File: config.mk
export PLATFORM = sky130hd
export DESIGN_NAME = motor_sequencer_flat
export DESIGN_NICKNAME = d
export VERILOG_FILES = /design/src/rtl/robot_pkg.sv /design/src/rtl/motor_sequencer_if.sv /design/src/rtl/duration_counter.sv /design/src/rtl/motor_sequencer.sv /design/src/flat_wrapper.sv
export SDC_FILE = /design/constraint.sdc
export NUM_CORES = 1
export LEC_CHECK = 0
export CORE_MARGIN = 2
export CORE_UTILIZATION = 35
export CTS_CLUSTER_DIAMETER = 150
export CTS_CLUSTER_SIZE = 12
export DETAILED_ROUTE_END_ITERATION = 8
export SYNTH_ARGS = -nofsm -noshare
export SYNTH_HDL_FRONTEND = slang
export SYNTH_HIERARCHICAL = 1
export SYNTH_SLANG_ARGS = --single-unit
File: constraint.sdc
create_clock -name clk -period 2.1 [get_ports clk]
set_clock_uncertainty 0.15 [all_clocks]
set_input_delay 0.42 -clock clk [delete_from_list [all_inputs] [get_ports clk]]
set_output_delay 0.42 -clock clk [all_outputs]
set_load 0.02 [all_outputs]
File: src/rtl/robot_pkg.sv
// Shared types and constants for the wall-following robot datapath.
package robot_pkg;

  typedef enum logic [1:0] {
    IDLE = 2'd0,
    FWD  = 2'd1,
    TURN = 2'd2,
    DONE = 2'd3
  } state_t;

  localparam logic [1:0] HEAD_N = 2'd0;
  localparam logic [1:0] HEAD_E = 2'd1;
  localparam logic [1:0] HEAD_S = 2'd2;
  localparam logic [1:0] HEAD_W = 2'd3;

  localparam logic DIR_FWD = 1'b1;
  localparam logic DIR_REV = 1'b0;

  typedef struct packed {
    logic left_en;
    logic left_dir;
    logic right_en;
    logic right_dir;
  } motor_t;

endpackage

File: src/rtl/motor_sequencer_if.sv
// Command/status bundle between the controller and the motor sequencer.
interface motor_sequencer_if;
  logic       front;
  logic       turn;
  logic       ready;
  logic       busy;
  logic       done;
  logic       left_en;
  logic       left_dir;
  logic       right_en;
  logic       right_dir;
  logic [1:0] heading;
  logic [7:0] move_count;

  modport master (
    output front, turn,
    input  ready, busy, done, left_en, left_dir, right_en, right_dir,
           heading, move_count
  );

  modport slave (
    input  front, turn,
    output ready, busy, done, left_en, left_dir, right_en, right_dir,
           heading, move_count
  );
endinterface

File: src/rtl/duration_counter.sv
// Loadable down-counter that times how long the motors stay driven.
module duration_counter #(
  parameter int unsigned CNT_W = 4
) (
  input  logic             clk,
  input  logic             rst,
  input  logic             load,
  input  logic [CNT_W-1:0] load_value,
  input  logic             dec,
  output logic             zero
);

  logic [CNT_W-1:0] count_q;

  // zero is kept as a register so it follows count_q without a compare on the output path
  always_ff @(posedge clk or posedge rst) begin
    if (rst) begin
      count_q <= '0;
      zero    <= 1'b1;
    end else if (load) begin
      count_q <= load_value;
      zero    <= (load_value == '0);
    end else if (dec) begin
      count_q <= count_q - CNT_W'(1);
      zero    <= (count_q == CNT_W'(1));
    end
  end

endmodule

File: src/rtl/motor_sequencer.sv
// Turns accepted front/turn commands into timed differential-drive sequences
// and tracks heading and completed forward moves.
module motor_sequencer
  import robot_pkg::*;
#(
  parameter int unsigned STEP_CYCLES = 4,
  parameter int unsigned TURN_CYCLES = 3,
  parameter int unsigned CNT_W       = 4
) (
  input  logic               clk,
  input  logic               rst,
  motor_sequencer_if.slave   bus
);

  localparam int unsigned CNT_MAX = (32'd1 << CNT_W) - 32'd1;

  if (STEP_CYCLES < 1 || STEP_CYCLES > CNT_MAX) begin : g_bad_step
    $error("motor_sequencer: STEP_CYCLES out of range for CNT_W");
  end
  if (TURN_CYCLES < 1 || TURN_CYCLES > CNT_MAX) begin : g_bad_turn
    $error("motor_sequencer: TURN_CYCLES out of range for CNT_W");
  end

  state_t           state_q, state_d;
  logic             cnt_load, cnt_dec, cnt_zero;
  logic [CNT_W-1:0] cnt_value;

  motor_t           motor_q, motor_d;
  logic             ready_q, ready_d;
  logic             busy_q, busy_d;
  logic             done_q, done_d;
  logic [1:0]       heading_q;
  logic [7:0]       move_count_q;

  duration_counter #(.CNT_W(CNT_W)) u_duration (
    .clk        (clk),
    .rst        (rst),
    .load       (cnt_load),
    .load_value (cnt_value),
    .dec        (cnt_dec),
    .zero       (cnt_zero)
  );

  // State register; outputs are registered from the decode of the next state
  always_ff @(posedge clk or posedge rst) begin
    if (rst) begin
      state_q      <= IDLE;
      motor_q      <= '0;
      ready_q      <= 1'b1;
      busy_q       <= 1'b0;
      done_q       <= 1'b0;
      heading_q    <= HEAD_N;
      move_count_q <= 8'd0;
    end else begin
      state_q <= state_d;
      motor_q <= motor_d;
      ready_q <= ready_d;
      busy_q  <= busy_d;
      done_q  <= done_d;
      if (state_q == TURN && state_d == DONE) heading_q <= heading_q + 2'd1;
      if (state_q == FWD && state_d == DONE)  move_count_q <= move_count_q + 8'd1;
    end
  end

  // Next-state and counter control
  always_comb begin
    state_d   = state_q;
    cnt_load  = 1'b0;
    cnt_dec   = 1'b0;
    cnt_value = '0;
    case (state_q)
      IDLE: begin
        if (bus.turn) begin
          state_d   = TURN;
          cnt_load  = 1'b1;
          cnt_value = CNT_W'(TURN_CYCLES - 1);
        end else if (bus.front) begin
          state_d   = FWD;
          cnt_load  = 1'b1;
          cnt_value = CNT_W'(STEP_CYCLES - 1);
        end
      end
      FWD, TURN: begin
        if (cnt_zero) state_d = DONE;
        else          cnt_dec = 1'b1;
      end
      DONE:    state_d = IDLE;
      default: state_d = IDLE;
    endcase
  end

  // Moore output decode of the state being entered
  always_comb begin
    motor_d = '0;
    ready_d = 1'b0;
    busy_d  = 1'b0;
    done_d  = 1'b0;
    case (state_d)
      IDLE: ready_d = 1'b1;
      FWD: begin
        busy_d            = 1'b1;
        motor_d.left_en   = 1'b1;
        motor_d.left_dir  = DIR_FWD;
        motor_d.right_en  = 1'b1;
        motor_d.right_dir = DIR_FWD;
      end
      TURN: begin
        busy_d            = 1'b1;
        motor_d.left_en   = 1'b1;
        motor_d.left_dir  = DIR_FWD;
        motor_d.right_en  = 1'b1;
        motor_d.right_dir = DIR_REV;
      end
      DONE:    done_d = 1'b1;
      default: ;
    endcase
  end

  assign bus.ready      = ready_q;
  assign bus.busy       = busy_q;
  assign bus.done       = done_q;
  assign bus.left_en    = motor_q.left_en;
  assign bus.left_dir   = motor_q.left_dir;
  assign bus.right_en   = motor_q.right_en;
  assign bus.right_dir  = motor_q.right_dir;
  assign bus.heading    = heading_q;
  assign bus.move_count = move_count_q;

endmodule

File: src/flat_wrapper.sv
// flat-port wrapper written by rule: the top's interface ports become plain ports
module motor_sequencer_flat import robot_pkg::*;
#(
  parameter int unsigned STEP_CYCLES = 4,
  parameter int unsigned TURN_CYCLES = 3,
  parameter int unsigned CNT_W       = 4
)
  (clk, rst, bus_front, bus_turn, bus_ready, bus_busy, bus_done, bus_left_en, bus_left_dir, bus_right_en, bus_right_dir, bus_heading, bus_move_count);
  motor_sequencer_if bus_i ();
  input  logic clk;
  input  logic rst;
  input wire logic [$bits(bus_i.front)-1:0] bus_front;
  input wire logic [$bits(bus_i.turn)-1:0] bus_turn;
  output wire logic [$bits(bus_i.ready)-1:0] bus_ready;
  output wire logic [$bits(bus_i.busy)-1:0] bus_busy;
  output wire logic [$bits(bus_i.done)-1:0] bus_done;
  output wire logic [$bits(bus_i.left_en)-1:0] bus_left_en;
  output wire logic [$bits(bus_i.left_dir)-1:0] bus_left_dir;
  output wire logic [$bits(bus_i.right_en)-1:0] bus_right_en;
  output wire logic [$bits(bus_i.right_dir)-1:0] bus_right_dir;
  output wire logic [$bits(bus_i.heading)-1:0] bus_heading;
  output wire logic [$bits(bus_i.move_count)-1:0] bus_move_count;
  assign bus_i.front = bus_front;
  assign bus_i.turn = bus_turn;
  assign bus_ready = bus_i.ready;
  assign bus_busy = bus_i.busy;
  assign bus_done = bus_i.done;
  assign bus_left_en = bus_i.left_en;
  assign bus_left_dir = bus_i.left_dir;
  assign bus_right_en = bus_i.right_en;
  assign bus_right_dir = bus_i.right_dir;
  assign bus_heading = bus_i.heading;
  assign bus_move_count = bus_i.move_count;
  motor_sequencer #(.STEP_CYCLES(STEP_CYCLES), .TURN_CYCLES(TURN_CYCLES), .CNT_W(CNT_W)) u_core (.clk(clk), .rst(rst), .bus(bus_i));
endmodule
# Word level (Yosys, flattened, before mapping)

Index checks and enable logic that the tools add are counted.

Output and inout port bits: 17
Flip-flop bits (word level): 24
Logic and storage cells: 50

Add/subtract/negate cells: 3
Mux-type cells: 20
Equality and inequality tests: 7
Reductions and logical operators: 8

Operators by type and width:

| cell                                                               | number |
|---|---|
| 4-bit 2-to-1 mux                                                   | 4 |
| 1-bit 2-to-1 mux                                                   | 10 |
| 8-bit by 1-bit adder with 8-bit output, second input constant      | 1 |
| 2-bit == test, second input constant                               | 4 |
| 2-bit 2-to-1 mux                                                   | 4 |
| 4-bit case mux with 2 select lines                                 | 1 |
| 2-bit case mux with 3 select lines                                 | 1 |
| 2-bit by 1-bit == test with 1-bit output, second input constant    | 2 |
| 4-bit by 1-bit == test with 1-bit output, second input constant    | 1 |
| 2-bit logical NOT                                                  | 2 |
| 4-bit logical NOT                                                  | 1 |
| 2-bit OR reduction                                                 | 2 |
| 4-bit by 1-bit subtractor with 4-bit output, second input constant | 1 |
| 2-bit by 1-bit adder with 2-bit output, second input constant      | 1 |
| 1-bit logical AND                                                  | 2 |
| 2-bit nonzero test                                                 | 1 |

# Logic depth before layout (Yosys ltp)

Depth in word-level cells: 6
Mapped depth: 10
Gate-level depth less buffers: 9

# Hierarchy

The synthesis kept the hierarchy.

Modules (own cells, without submodules):

| module           | cells an instance | instances | seq. area each (µm²) | area an instance (µm²) |
|---|---|---|---|---|
| motor_sequencer  | 67                | 1         | 401.6                | 799.5 |
| duration_counter | 30                | 1         | 126.4                | 299.0 |

# Least setup slack after synthesis

OpenSTA, ideal clock, no wires.

Path kind: reg-to-reg
Start: register u_core.state_q[0]
End: register u_core.move_count_q[1], in the netlist u_core/bus.move_count[1]
Required time: 1.825 ns
Arrival: 2.084 ns
Library setup time: 0.125 ns
Cell stages (with the launch flop): 9
Path slack: -0.259 ns
Buffers on the path: 1
Period minus slack after synthesis: 2.359 ns
Cell sequence: dfrtp_1 > inv_1 > ha_1 > mux2_4 > o221a_1 > ha_1 > and2_1 > buf_4 > mux2_4

Longest elaborated chain between the ends: 5
Elaborated cells on any way between the ends: 11

Ends and longest elaborated chain:

| item                                                                      | RTL line              | text |
|---|---|---|
| start: declaration                                                        | motor_sequencer.sv:24 | `state_t state_q, state_d;` |
| start signal: assignment                                                  | motor_sequencer.sv:55 | `state_q <= state_d;` |
| 2-bit by 1-bit == test with 1-bit output or 2-bit == test (tied branches) | motor_sequencer.sv:71 | `case (state_q)` |
| 2-bit OR reduction                                                        | motor_sequencer.sv:71 |  |
| 2-bit case mux with 3 select lines *                                      | motor_sequencer.sv:71 |  |
| net u_core.state_d[1]                                                     | motor_sequencer.sv:24 |  |
| 2-bit == test *                                                           | motor_sequencer.sv:61 | `if (state_q == FWD && state_d == DONE) move_count_q <= move_count_q + 8'd1;` |
| 1-bit logical AND *                                                       | motor_sequencer.sv:61 |  |
| end signal: assignment                                                    | motor_sequencer.sv:61 |  |
| end: declaration                                                          | motor_sequencer.sv:33 | `logic [7:0] move_count_q;` |

Mark *: on every way through the listed nets, which the timed path passes. The rest lies on a longest branch.
A chain may end at the register's enable or synchronous reset.

# Worst setup path after layout

Start: register u_core.state_q[1]
End: register u_core.move_count_q[1], in the netlist u_core/bus.move_count[1]

Longest elaborated chain between the ends: 5
Elaborated cells on any way between the ends: 11

Ends and longest elaborated chain:

| item                                                                   | RTL line |
|---|---|
| 2-bit by 1-bit == test with 1-bit output, or another cell as far along | motor_sequencer.sv:71 |
| 2-bit OR reduction or 2-bit 2-to-1 mux (tied branches)                 | motor_sequencer.sv:71, motor_sequencer.sv:73 |
| 2-bit case mux with 3 select lines *                                   | motor_sequencer.sv:71 |
| net u_core.state_d[1]                                                  | motor_sequencer.sv:24 |
| 2-bit == test *                                                        | motor_sequencer.sv:61 |
| 1-bit logical AND *                                                    | motor_sequencer.sv:61 |

Marked as above.

==> summary.txt <==
Run status
  – Status: finished clean

Synth
  – Synth Instances: 97
  – Seq cells post-synth: 21
  – Cell area after synthesis: 1100 um2
  – Area contributors post-synth: dfrtp_1 43%, ha_1 11%, xnor2_1 5.6%
  – Syn Area/Cell: 11.3 um2
  – Synth unique cells: 29
  – Post-synth top area share: 43.3%
  – Share of the yosys chip area belonging to registers: about half
  – Post-synth top area cell: dfrtp_1
  – Yosys warnings: 6

STA
  – Tcrit/Tclk final: between 90% and 100%
  – Slew margin rel.: between 60 and 70%
  – FMAX: 482 MHz
  – Setup violators final: 0
  – Min Tclk post-route: 2070 ps
  – Worst-Margin Slew: between 500 and 600 ps
  – RSZ-0062 raised after global routing: true
  – Setup TNS: 0 ps
  – Final hold violation count: 0
  – WHS: 157 ps
  – Max Transition Viols Final: 0

Finish
  – Most common cell after layout, fill and taps aside: clkdlybuf4s50_1
  – NumNets Final: 147
  – Most frequent cells in the layout: 20 x clkdlybuf4s50_1, 19 x dfrtp_1, 12 x buf_4, 11 x nand2_1, 8 x ha_1
  – Share of layout cells above drive strength 1: 22.0%
  – Post-route cell area: 1480 um2
  – Area grow syn2layout: 34.7%
  – Antenna diodes: 0

Setup path
  – Crit Path Class: register to register
  – Critical-path maximum fanout: 6
  – Crit end category: register
  – Critical Path Start Type: register
  – Worst path required time: 2160 ps
  – Worst Path Arrival: around 2100 ps

Drt
  – First-pass DRT Iterations: 4
  – Routed WL per cell: 10.3 um
  – Routed Antenna Nets: 0
  – Via/cell ratio: approximately 4.3
  – Via count: 757
  – DRC Markers: 0
  – DRT iter0 DRCs: 18
  – Final wirelength: 1820 um

Min path
  – HP Class: input port to async pin

Die
  – Die W: between 60 and 70 um
  – Rows: 20
  – Die Y: ~60 um
  – Num ports: 21
  – Initial Utilization: 36.3%
  – Core area: 3030 um2
  – Die ar.: between 3000 and 4000 um2

Clock network
  – Clock net sink count: 21
  – Later-pin clock latency in the skew report: 310 ps
  – CTS tree: built
  – H-Tree Level Count: 1
  – Root Driver: clkbuf_4
  – Num CTS Buffers: 3
  – Reg clk slew, reported paths: 140 ps
  – Worst-case clock buffer depth: 2

Placed design
  – HPWL Detailed: 1460 um
  – Gpl congestion: 0.707
  – Placed Area: 1420 um2
  – IO buf count: 20

GRT
  – Total Routing Usage GR: 11.9%
  – First-pass GRT wire length: 3130 um
  – Initial antenna violation count: 0
  – Pin count of the biggest net entering global routing: 17
  – Total grt overflow: 0
  – Vias in the first global route: 766

Job
  – Max-Cap Viols: 0

Power and ir drop
  – Power density of the placed cells: 1380 nW/um2
  – P_leak: 0.674 nW
  – Total power draw: 2.04 mW
  – Maximum vdd drop: 510 uV
==> per-layer routing <==
layer | wire length, um | track usage [%]
met1 | 819 | 13.4
met5 | 0 | 0
met4 | 19 | 5.71
met2 | 909 | 21.0
met3 | 66 | 2.60
==> power breakdown <==
part	total [mW]	switching (mW)	internal, mW
Sequential	0.693	0.132	0.560
Combinational	1.15	0.522	0.628
Clock	0.198	0.126	0.0725
Total	2.04	0.781	1.26
==> worst max-delay path: stages, from the launching register on <==
cell     delay (ps)
dfrtp_1         410
inv_2            90
ha_4            160
mux2_4          300
o221a_1         230
ha_2            210
and2_4          160
mux2_4          290
==> path summary, 6_finish.rpt <==
kind	slack, ps	cells after the start	end	start
worst min register to register	320	1	u_core/bus.move_count[7]	u_core/bus.move_count[7]
worst min-delay path	160	2	u_core/u_duration/count_q[1]	rst
worst max register to register	30	7	u_core/bus.move_count[1]	u_core/state_q[1]
max in group asynchronous	1070	2	u_core/bus.ready	rst
worst max-delay path	30	7	u_core/bus.move_count[1]	u_core/state_q[1]
min in group clk	320	1	u_core/bus.move_count[7]	u_core/bus.move_count[7]
==> cell type report <==
cell class                      count  area (um2)
Timing Repair Buffer               33         302
Clock inverter                      1        7.51
Multi-Input combinational cell     66         536
Inverter                            8        30.0
Sequential cell                    21         528
Fill cell                         295        1550
Clock buffer                        3        22.5
Tap cell                           44        55.1
==> Yosys cell counts <==
cell / n
and2_1: 1
o21a_1: 1
o21ai_0: 6
o221ai_1: 1
nor3b_1: 1
o221a_1: 1
nor2b_1: 1
mux2_4: 2
dfrtp_1: 19
buf_4: 4
nand2_1: 11
ha_1: 10
nor4_1: 1
conb_1: 1
nor2_1: 1
mux2_2: 1
nor3_2: 1
mux2i_1: 2
xnor2_1: 7
inv_1: 8
xor2_1: 5
and3_1: 1
dfstp_2: 2
nand4_1: 3
clkbuf_1: 1
o21bai_1: 1
or2_1: 1
nand3_1: 2
nor4b_4: 1
==> registers in the layout, indices dropped and copies added (netlist names) <==
name                       cells
u_core/bus.move_count          8
u_core/u_duration/count_q      4
u_core/bus.heading             2
u_core/state_q                 2
u_core/bus.busy                1
u_core/bus.done                1
u_core/bus.ready               1
u_core/bus.right_dir           1
u_core/u_duration/zero         1
==> stage by stage <==
stage | worst slack (ps) | instances | util (%)
after floorplan | -81.5 | 100 | -
after global placement | -182 | 169 | 47.0
after detailed placement | -225 | 169 | 47.0
after CTS | 18.5 | 173 | 48.0
after global routing | -51.1 | 176 | 48.9
final | 25.2 | 176 | 48.9
==> cell families after synthesis <==
| logic type | count (synthesis) | share of synthesized area [%] |
|---|---|---|
| other | 1 | 0.341 |
| DFF | 21 | 48.1 |
| muxes | 5 | 5.58 |
| AOI/OAI and AO/OA | 10 | 5.92 |
| xor gates and xnor gates | 12 | 9.57 |
| and+or+nand+nor | 25 | 13.3 |
| buffers and inverters | 13 | 5.81 |
| adders and majority gates | 10 | 11.4 |
==> repair_timing <==
item                                    4_1_cts  5_1_grt
resized for setup                             0        1
buffers inserted                              0        3
hold buffers                                  0        0
endpoints found under the hold margin         0        0
endpoints found under the setup margin        0        6
Power figures use the tool's default switching activity.
